[src/rtl/ledger_writer.sv]
// Ledger write-back: reads sender/receiver records, checks funds/overflow, debits and credits, writes both back.
// Latency: done at start+7 on success, start+5 on error; start is ignored whenever busy.
module ledger_writer #(
    parameter int ADDR_W  = 5,
    parameter int MONEY_W = 8,
    parameter int TAG_W   = 4
) (
    input  logic                     clock,
    input  logic                     reset,
    input  logic                     start,
    input  logic [ADDR_W-1:0]        sender_addr,
    input  logic [ADDR_W-1:0]        receiver_addr,
    input  logic [MONEY_W-1:0]       amount,
    output logic [ADDR_W-1:0]        mem_addr,
    output logic [TAG_W+MONEY_W-1:0] mem_wdata,
    output logic                     mem_we,
    input  logic [TAG_W+MONEY_W-1:0] mem_rdata,
    output logic                     busy,
    output logic                     done,
    output logic [1:0]               status
);
    localparam int WORD_W = TAG_W + MONEY_W;

    typedef enum logic [2:0] {
        S_IDLE, S_RD_SND, S_RD_RCV, S_WAIT_RCV, S_CHECK, S_WR_SND, S_WR_RCV, S_DONE
    } state_t;

    state_t              state_q, state_d;
    logic [ADDR_W-1:0]   snd_addr_q, snd_addr_d;
    logic [ADDR_W-1:0]   rcv_addr_q, rcv_addr_d;
    logic [MONEY_W-1:0]  amount_q, amount_d;
    logic [WORD_W-1:0]   snd_word_q, snd_word_d;
    logic [WORD_W-1:0]   rcv_word_q, rcv_word_d;
    logic [1:0]          status_q, status_d;
    logic [MONEY_W:0]    rcv_sum;
    logic [MONEY_W-1:0]  snd_money;

    assign snd_money = snd_word_q[MONEY_W-1:0];
    // Carry bit of the widened sum flags receiver overflow
    assign rcv_sum   = {1'b0, rcv_word_q[MONEY_W-1:0]} + {1'b0, amount_q};
    assign busy      = (state_q != S_IDLE);
    assign status    = status_q;

    always_comb begin
        state_d    = state_q;
        snd_addr_d = snd_addr_q;
        rcv_addr_d = rcv_addr_q;
        amount_d   = amount_q;
        snd_word_d = snd_word_q;
        rcv_word_d = rcv_word_q;
        status_d   = status_q;
        mem_addr   = '0;
        mem_wdata  = '0;
        mem_we     = 1'b0;
        done       = 1'b0;
        case (state_q)
            S_IDLE: begin
                if (start) begin
                    snd_addr_d = sender_addr;
                    rcv_addr_d = receiver_addr;
                    amount_d   = amount;
                    status_d   = 2'b00;
                    state_d    = S_RD_SND;
                end
            end
            S_RD_SND: begin
                mem_addr = snd_addr_q;
                state_d  = S_RD_RCV;
            end
            S_RD_RCV: begin
                mem_addr   = rcv_addr_q;
                snd_word_d = mem_rdata;
                state_d    = S_WAIT_RCV;
            end
            S_WAIT_RCV: begin
                rcv_word_d = mem_rdata;
                state_d    = S_CHECK;
            end
            S_CHECK: begin
                state_d = S_DONE;
                if (snd_addr_q == rcv_addr_q) begin
                    status_d = 2'b11;
                end else if (snd_money < amount_q) begin
                    status_d = 2'b01;
                end else if (rcv_sum[MONEY_W]) begin
                    status_d = 2'b10;
                end else begin
                    status_d = 2'b00;
                    state_d  = S_WR_SND;
                end
            end
            S_WR_SND: begin
                mem_addr  = snd_addr_q;
                mem_we    = 1'b1;
                mem_wdata = {snd_word_q[WORD_W-1:MONEY_W], snd_money - amount_q};
                state_d   = S_WR_RCV;
            end
            S_WR_RCV: begin
                mem_addr  = rcv_addr_q;
                mem_we    = 1'b1;
                mem_wdata = {rcv_word_q[WORD_W-1:MONEY_W], rcv_sum[MONEY_W-1:0]};
                state_d   = S_DONE;
            end
            S_DONE: begin
                done    = 1'b1;
                state_d = S_IDLE;
            end
            default: state_d = S_IDLE;
        endcase
    end

    always_ff @(posedge clock) begin
        if (reset) begin
            state_q    <= S_IDLE;
            snd_addr_q <= '0;
            rcv_addr_q <= '0;
            amount_q   <= '0;
            snd_word_q <= '0;
            rcv_word_q <= '0;
            status_q   <= 2'b00;
        end else begin
            state_q    <= state_d;
            snd_addr_q <= snd_addr_d;
            rcv_addr_q <= rcv_addr_d;
            amount_q   <= amount_d;
            snd_word_q <= snd_word_d;
            rcv_word_q <= rcv_word_d;
            status_q   <= status_d;
        end
    end
endmodule

[config.mk]
export PLATFORM = sky130hd
export DESIGN_NAME = ledger_writer
export DESIGN_NICKNAME = d
export VERILOG_FILES = /design/src/rtl/ledger_writer.sv
export SDC_FILE = /design/constraint.sdc
export NUM_CORES = 1
export LEC_CHECK = 0
export ABC_AREA = 1
export CAP_MARGIN = 20
export CORE_ASPECT_RATIO = 1.5
export CORE_MARGIN = 2
export CORE_UTILIZATION = 46
export CTS_CLUSTER_SIZE = 40
export DETAILED_ROUTE_END_ITERATION = 10
export HOLD_SLACK_MARGIN = 0.06
export PLACE_DENSITY = 0.76
export SYNTH_ARGS = -nofsm -noshare
export SYNTH_HDL_FRONTEND = slang
export SYNTH_SLANG_ARGS = --single-unit
[constraint.sdc]
create_clock -name clock -period 2.15 [get_ports clock]
set_input_delay 0.645 -clock clock [delete_from_list [all_inputs] [get_ports clock]]
set_output_delay 0.645 -clock clock [all_outputs]
set_load 0.05 [all_outputs]
* After elaboration in Yosys (flattened, before gate mapping)
Index checks and enable logic that the tools add are counted.
Storage, ports and cells: register bits 47, output and inout bits 22
Operators by class: mux-type cells 14, equality and inequality tests 9, reduce and logical (&&, ||, !) cells 8, add/sub/neg operators 2, $lt $le $gt $ge 1
Operators by type and width (count):
- 12-bit one-hot mux with 2 select lines | 1
- 3-bit one-hot mux with 8 select lines | 1
- 2-bit two-way mux | 7
- 3-bit == test, second input constant | 4
- 5-bit one-hot mux with 2 select lines | 1
- 8-bit by 8-bit adder with 9-bit output | 1
- 8-bit < comparator | 1
- 8-bit subtractor | 1
- 3-bit by 2-bit == test with 1-bit output, second input constant | 2
- 2-bit OR reduction | 3
- 5-bit == test | 1
- 2-bit one-hot mux with 2 select lines | 1
- 2-bit AND reduction | 2
- 3-bit by 1-bit == test with 1-bit output, second input constant | 1
- 3-bit logical NOT | 1
- 3-bit two-way mux | 1
- 3-bit nonzero test | 1
- 1-bit two-way mux | 2
- 2-bit != test, second input constant | 1
- 2-bit nonzero test | 1

* Logic depth before layout (Yosys ltp)
Gate-level depths: netlist of run 1.
depth after elaboration 5, gate-level depth with buffers 12, depth with buffers taken out 12

* Least setup slack after synthesis of run 1
No wires, ideal clock.
path kind reg-to-output, start point register state_q[0], end point output port mem_wdata[0], path slack -465 ps, stages on the path, launching flop included 7, required time 1505 ps, data arrival time 1970 ps, cell sequence dfxtp_1 > inv_2 > nor2_1 > inv_2 > nor2_4 > inv_2 > o21ai_0
Between the ends: word-level cells in the longest chain between the ends 2, elaborated cells between the ends (all ways) 3, those cells by class 2 x eq/ne; 1 x mux
RTL lines:
- from (decl) | line 28 | state_t state_q, state_d;
- from (signal assigned) | line 122 | state_q <= state_d;
- 3-bit == test | line 56 | case (state_q)
- 12-bit one-hot mux with 2 select lines * | line 56
- to (decl) | line 15 | output logic [TAG_W+MONEY_W-1:0] mem_wdata,
Every way passes the cells marked *; elsewhere a longest branch is shown, timed or not.

* Final worst setup path of run 1
start point register amount_q[0], end point output port mem_wdata[4]
Between the ends: word-level cells in the longest chain between the ends 2, elaborated cells between the ends (all ways) 3, those cells by class 2 x add/sub; 1 x mux
RTL lines:
- from (decl) | line 31 | logic [MONEY_W-1:0] amount_q, amount_d;
- from (signal assigned) | line 125 | amount_q <= amount_d;
- 8-bit by 8-bit adder with 9-bit output or 8-bit subtractor (tied branches) | line 40, 95
- 12-bit one-hot mux with 2 select lines * | line 56
Marked as above.

==> metrics.yaml, run 1 <==
status:
  status: "complete, but fails checks"
  failed_checks: "negative setup slack"
synthesis:
  syn_avg_cell_area_sq_um: 7.037
  synthFlopType: "dfxtp_1"
  synth_top_family_by_area: "simple AND/OR/NAND/NOR gates"
  synth_compound_area_frac: 0.1987
  synthSimpleGateAreaFrac: 0.2380
  synth_warnings: 0
  async_reset_ff_frac: 0
  synthCells: 375
  netlist_area_sq_mm: 0.002639
  synth.mux.area_fraction: 0
  syn_nets: 426
  synthXorXnorAreaFrac: 0.01991
  ys_seq_area_frac: 0.3566
  ys_seq_elements: 47
  synthAdderAreaFrac: 0.09104
  synth.distinct_cells: 29
  synth_edf_count: 0
pwr:
  ir_worst_vdd_mv: 0.8190
  power_density_mw_per_mm2: 893.1
  power_w: 0.003955
  p_leak_nw: 1.826
critical_path:
  criticalPathCategory: "flip-flop to output pin"
  crit_fanout: 4
  crit_top_cell: "nand2_4"
  cp-start-kind: "flip-flop"
  crit_cells: 9
  slowest_delay_ns: 0.39
  endpoint_kind: "output pin"
  reg2reg_depth: 11
  startpoint: "amount_q[0]$_SDFFE_PP0P_"
  critPathRequiredTime_ns: 1.50
  r2r-start: "amount_q[0]$_SDFFE_PP0P_"
  crit_family: "adder cells"
  cpMaxStageDelayCell: "dfxtp_4"
  worst-path-buf-inv: 2
  crit_chain: "ha_4 > inv_2 > fa_2 > nand3_2 > nand2_4 > a21oi_2 > o21ai_2 > nand2_4 > buf_12"
  crit_arrival_ns: 1.94
sta:
  setup_viol: 12
  skew_ns: 0.003350
  hold_viol: 0
  max_freq_mhz: 387.6
  setup_slack_ns: -0.4300
  rsz0062_at_grt: "yes"
  post-route-min-period_ns: 2.580
  slew_headroom: 0.6431
  tightest_slew_ns: 0.5346
  drv_slew: 0
  fin_crit_sh: 1.200
detailed_routing:
  dr.pass1.iters: 4
  detail_route.iter0.violations: 186
  vias_per_cell: 5.338
  routedWlPerCell_microns: 15.80
  vias: 2888
  drtAntennaViolNets: 0
  drt-total-wl_mm: 8.550
  drc: 0
cts:
  cts_sinks: 47
  clk_pin_slew_ns: 0.09
  clockBufferDepth: 2
  clock_latency_ns: 0.30
  cts-root-buf: "clkbuf_8"
  ctsHoldBuffers: 0
  cts_inserted_buffers: 5
  htreeDepth: 2
  tritoncts: "built"
finish:
  mostFrequentLayoutCells: "nand2_1, nor2_1, a21oi_1"
  design_area_sq_mm: 0.004428
  final_common_cell: "nand2_1"
  drive_gt1_frac: 0.3758
  antennaDiodeCount: 0
  seqCellArea_sq_um: 964.7
  final_nets: 521
  syn_to_final_growth_pct: 67.80
  final_cell_count_no_fill: 541
  fillers: 344
  final_util: 0.8063
  multiInputGateArea_sq_mm: 0.001931
grt:
  grt_first_pass_wirelength_mm: 12.77
  overflow: 0
  use_met3: 0.03372
  track_usage: 0.2557
  grtUsageMet1: 0.2869
  met2_usage: 0.4709
  grt.busiest_layer: "met2"
  antenna_found_initial: 0
  grt_start_max_net_pins: 38
  grt_pass1_vias: 2774
floorplanning:
  fp.dieW_microns: 65.84
  design.core.area_sq_mm: 0.005492
  fp.dieArea_sq_mm: 0.006371
  initial_core_util: 0.4805
  std_cell_rows: 33
  pin_count: 55
  die_h_microns: 96.76
placement:
  port_buffers: 54
  dp_cells: 514
  gp_congestion: 0.9466
  postPlaceCellArea_sq_mm: 0.003682
  place_hpwl_mm: 5.465
  pre_cts_slack_ns: -0.1568
run:
  cap_violations: 0
min_path:
  hold_depth: 2
  hold_class: "flip-flop to flip-flop"
  min_from: "snd_word_q[7]$_SDFFE_PP0P_"
==> metrics by stage <==
step           hold WS (ns)  setup TNS, ns
6_report             0.4781         -2.606
5_1_grt              0.4951         -3.354
4_1_cts              0.4775         -1.983
3_5_place_dp         0.4488        -0.6119
3_3_place_gp         0.4363        -0.3738
2_1_floorplan        0.4292        -0.4776
==> Yosys cell counts, types with 4 or more instances <==
master | number | area (sq um)
nand2_1 | 65 | 244.0
dfxtp_1 | 47 | 940.9
a21oi_1 | 45 | 225.2
nor2_1 | 40 | 150.1
inv_1 | 39 | 146.4
o21ai_0 | 39 | 195.2
nand3_1 | 24 | 120.1
ha_1 | 16 | 200.2
inv_2 | 7 | 26.28
o21ai_1 | 7 | 35.03
o22ai_1 | 6 | 37.54
buf_2 | 5 | 25.02
nor2_4 | 4 | 45.04
==> metal layers <==
layer | vias up | share of wire
li1 | 1423 | -
met1 | 1337 | 0.38
met2 | 101 | 0.54
met3 | 27 | 0.039
met4 | 0 | 0.035
met5 | - | 0
==> repair_timing <==
item                                    CTS  global route
gates resized for setup                  74            38
endpoints found under the setup margin   15            19
pin swaps                                23            11
setup buffers                             8            12
==> power by group <==
| group | internal (W) | switching, W | total (W) |
|---|---|---|---|
| Clock | 0.000376 | 0.000295 | 0.000672 |
| Combinational | 0.000949 | 0.00116 | 0.00211 |
| Sequential | 0.00104 | 0.000129 | 0.00117 |
| Total | 0.00237 | 0.00159 | 0.00395 |
==> area by class of cell <==
class,count,share of cell area
clock inverter,2,0.007912
clock buffer,6,0.01865
tap,70,0.01978
sequential,47,0.2179
multi-input combinational,269,0.4360
inverter,47,0.04323
timing repair buffer,100,0.2566
==> logic make-up after synthesis <==
logic type | count (synthesis)
simple gates | 144
compound gates | 101
buf+inv | 59
flops | 47
fa+ha+maj | 18
xor+xnor | 6
==> sequential cells by signal, indices dropped and copies added, names as in the netlist <==
signal and flops:
amount_q 8, snd_addr_q 5, rcv_word_q 12, rcv_addr_q 5
state_q 3, status 2, snd_word_q 12
==> tightest hold or removal path: stages, from the launching register on <==
cell and delay (ns):
dfxtp_1 0.32, nand2_1 0.06, a21oi_1 0.05
==> path summary, 6_finish.rpt <==
check                                             endpoint  slack [ns]
worst max-delay path                          mem_wdata[4]       -0.43
worst max register to register      status[1]$_SDFFE_PP0P_        0.40
worst min register to register  snd_word_q[7]$_SDFFE_PP0P_        0.48
worst min-delay path            snd_word_q[7]$_SDFFE_PP0P_        0.48
Note: power is estimated with default switching activity, not from simulation.
==> inputs of run 2 (changes only) <==
--- a/config.mk
+++ b/config.mk
@@ -6,7 +6,7 @@
 export NUM_CORES = 1
 export LEC_CHECK = 0
 export ABC_AREA = 1
-export CAP_MARGIN = 20
+export CAP_MARGIN = 30
 export CORE_ASPECT_RATIO = 1.5
 export CORE_MARGIN = 2
 export CORE_UTILIZATION = 46
==> results of run 2 <==
No change in the layout: final DEF, timing and power equal those of run 1.
==> inputs of run 3 (changes only) <==
--- a/config.mk
+++ b/config.mk
@@ -10,6 +10,7 @@
 export CORE_ASPECT_RATIO = 1.5
 export CORE_MARGIN = 2
 export CORE_UTILIZATION = 46
+export CTS_CLUSTER_DIAMETER = 60
 export CTS_CLUSTER_SIZE = 40
 export DETAILED_ROUTE_END_ITERATION = 10
 export HOLD_SLACK_MARGIN = 0.06
==> results of run 3 <==
No change in the layout: final DEF, timing and power equal those of run 1.
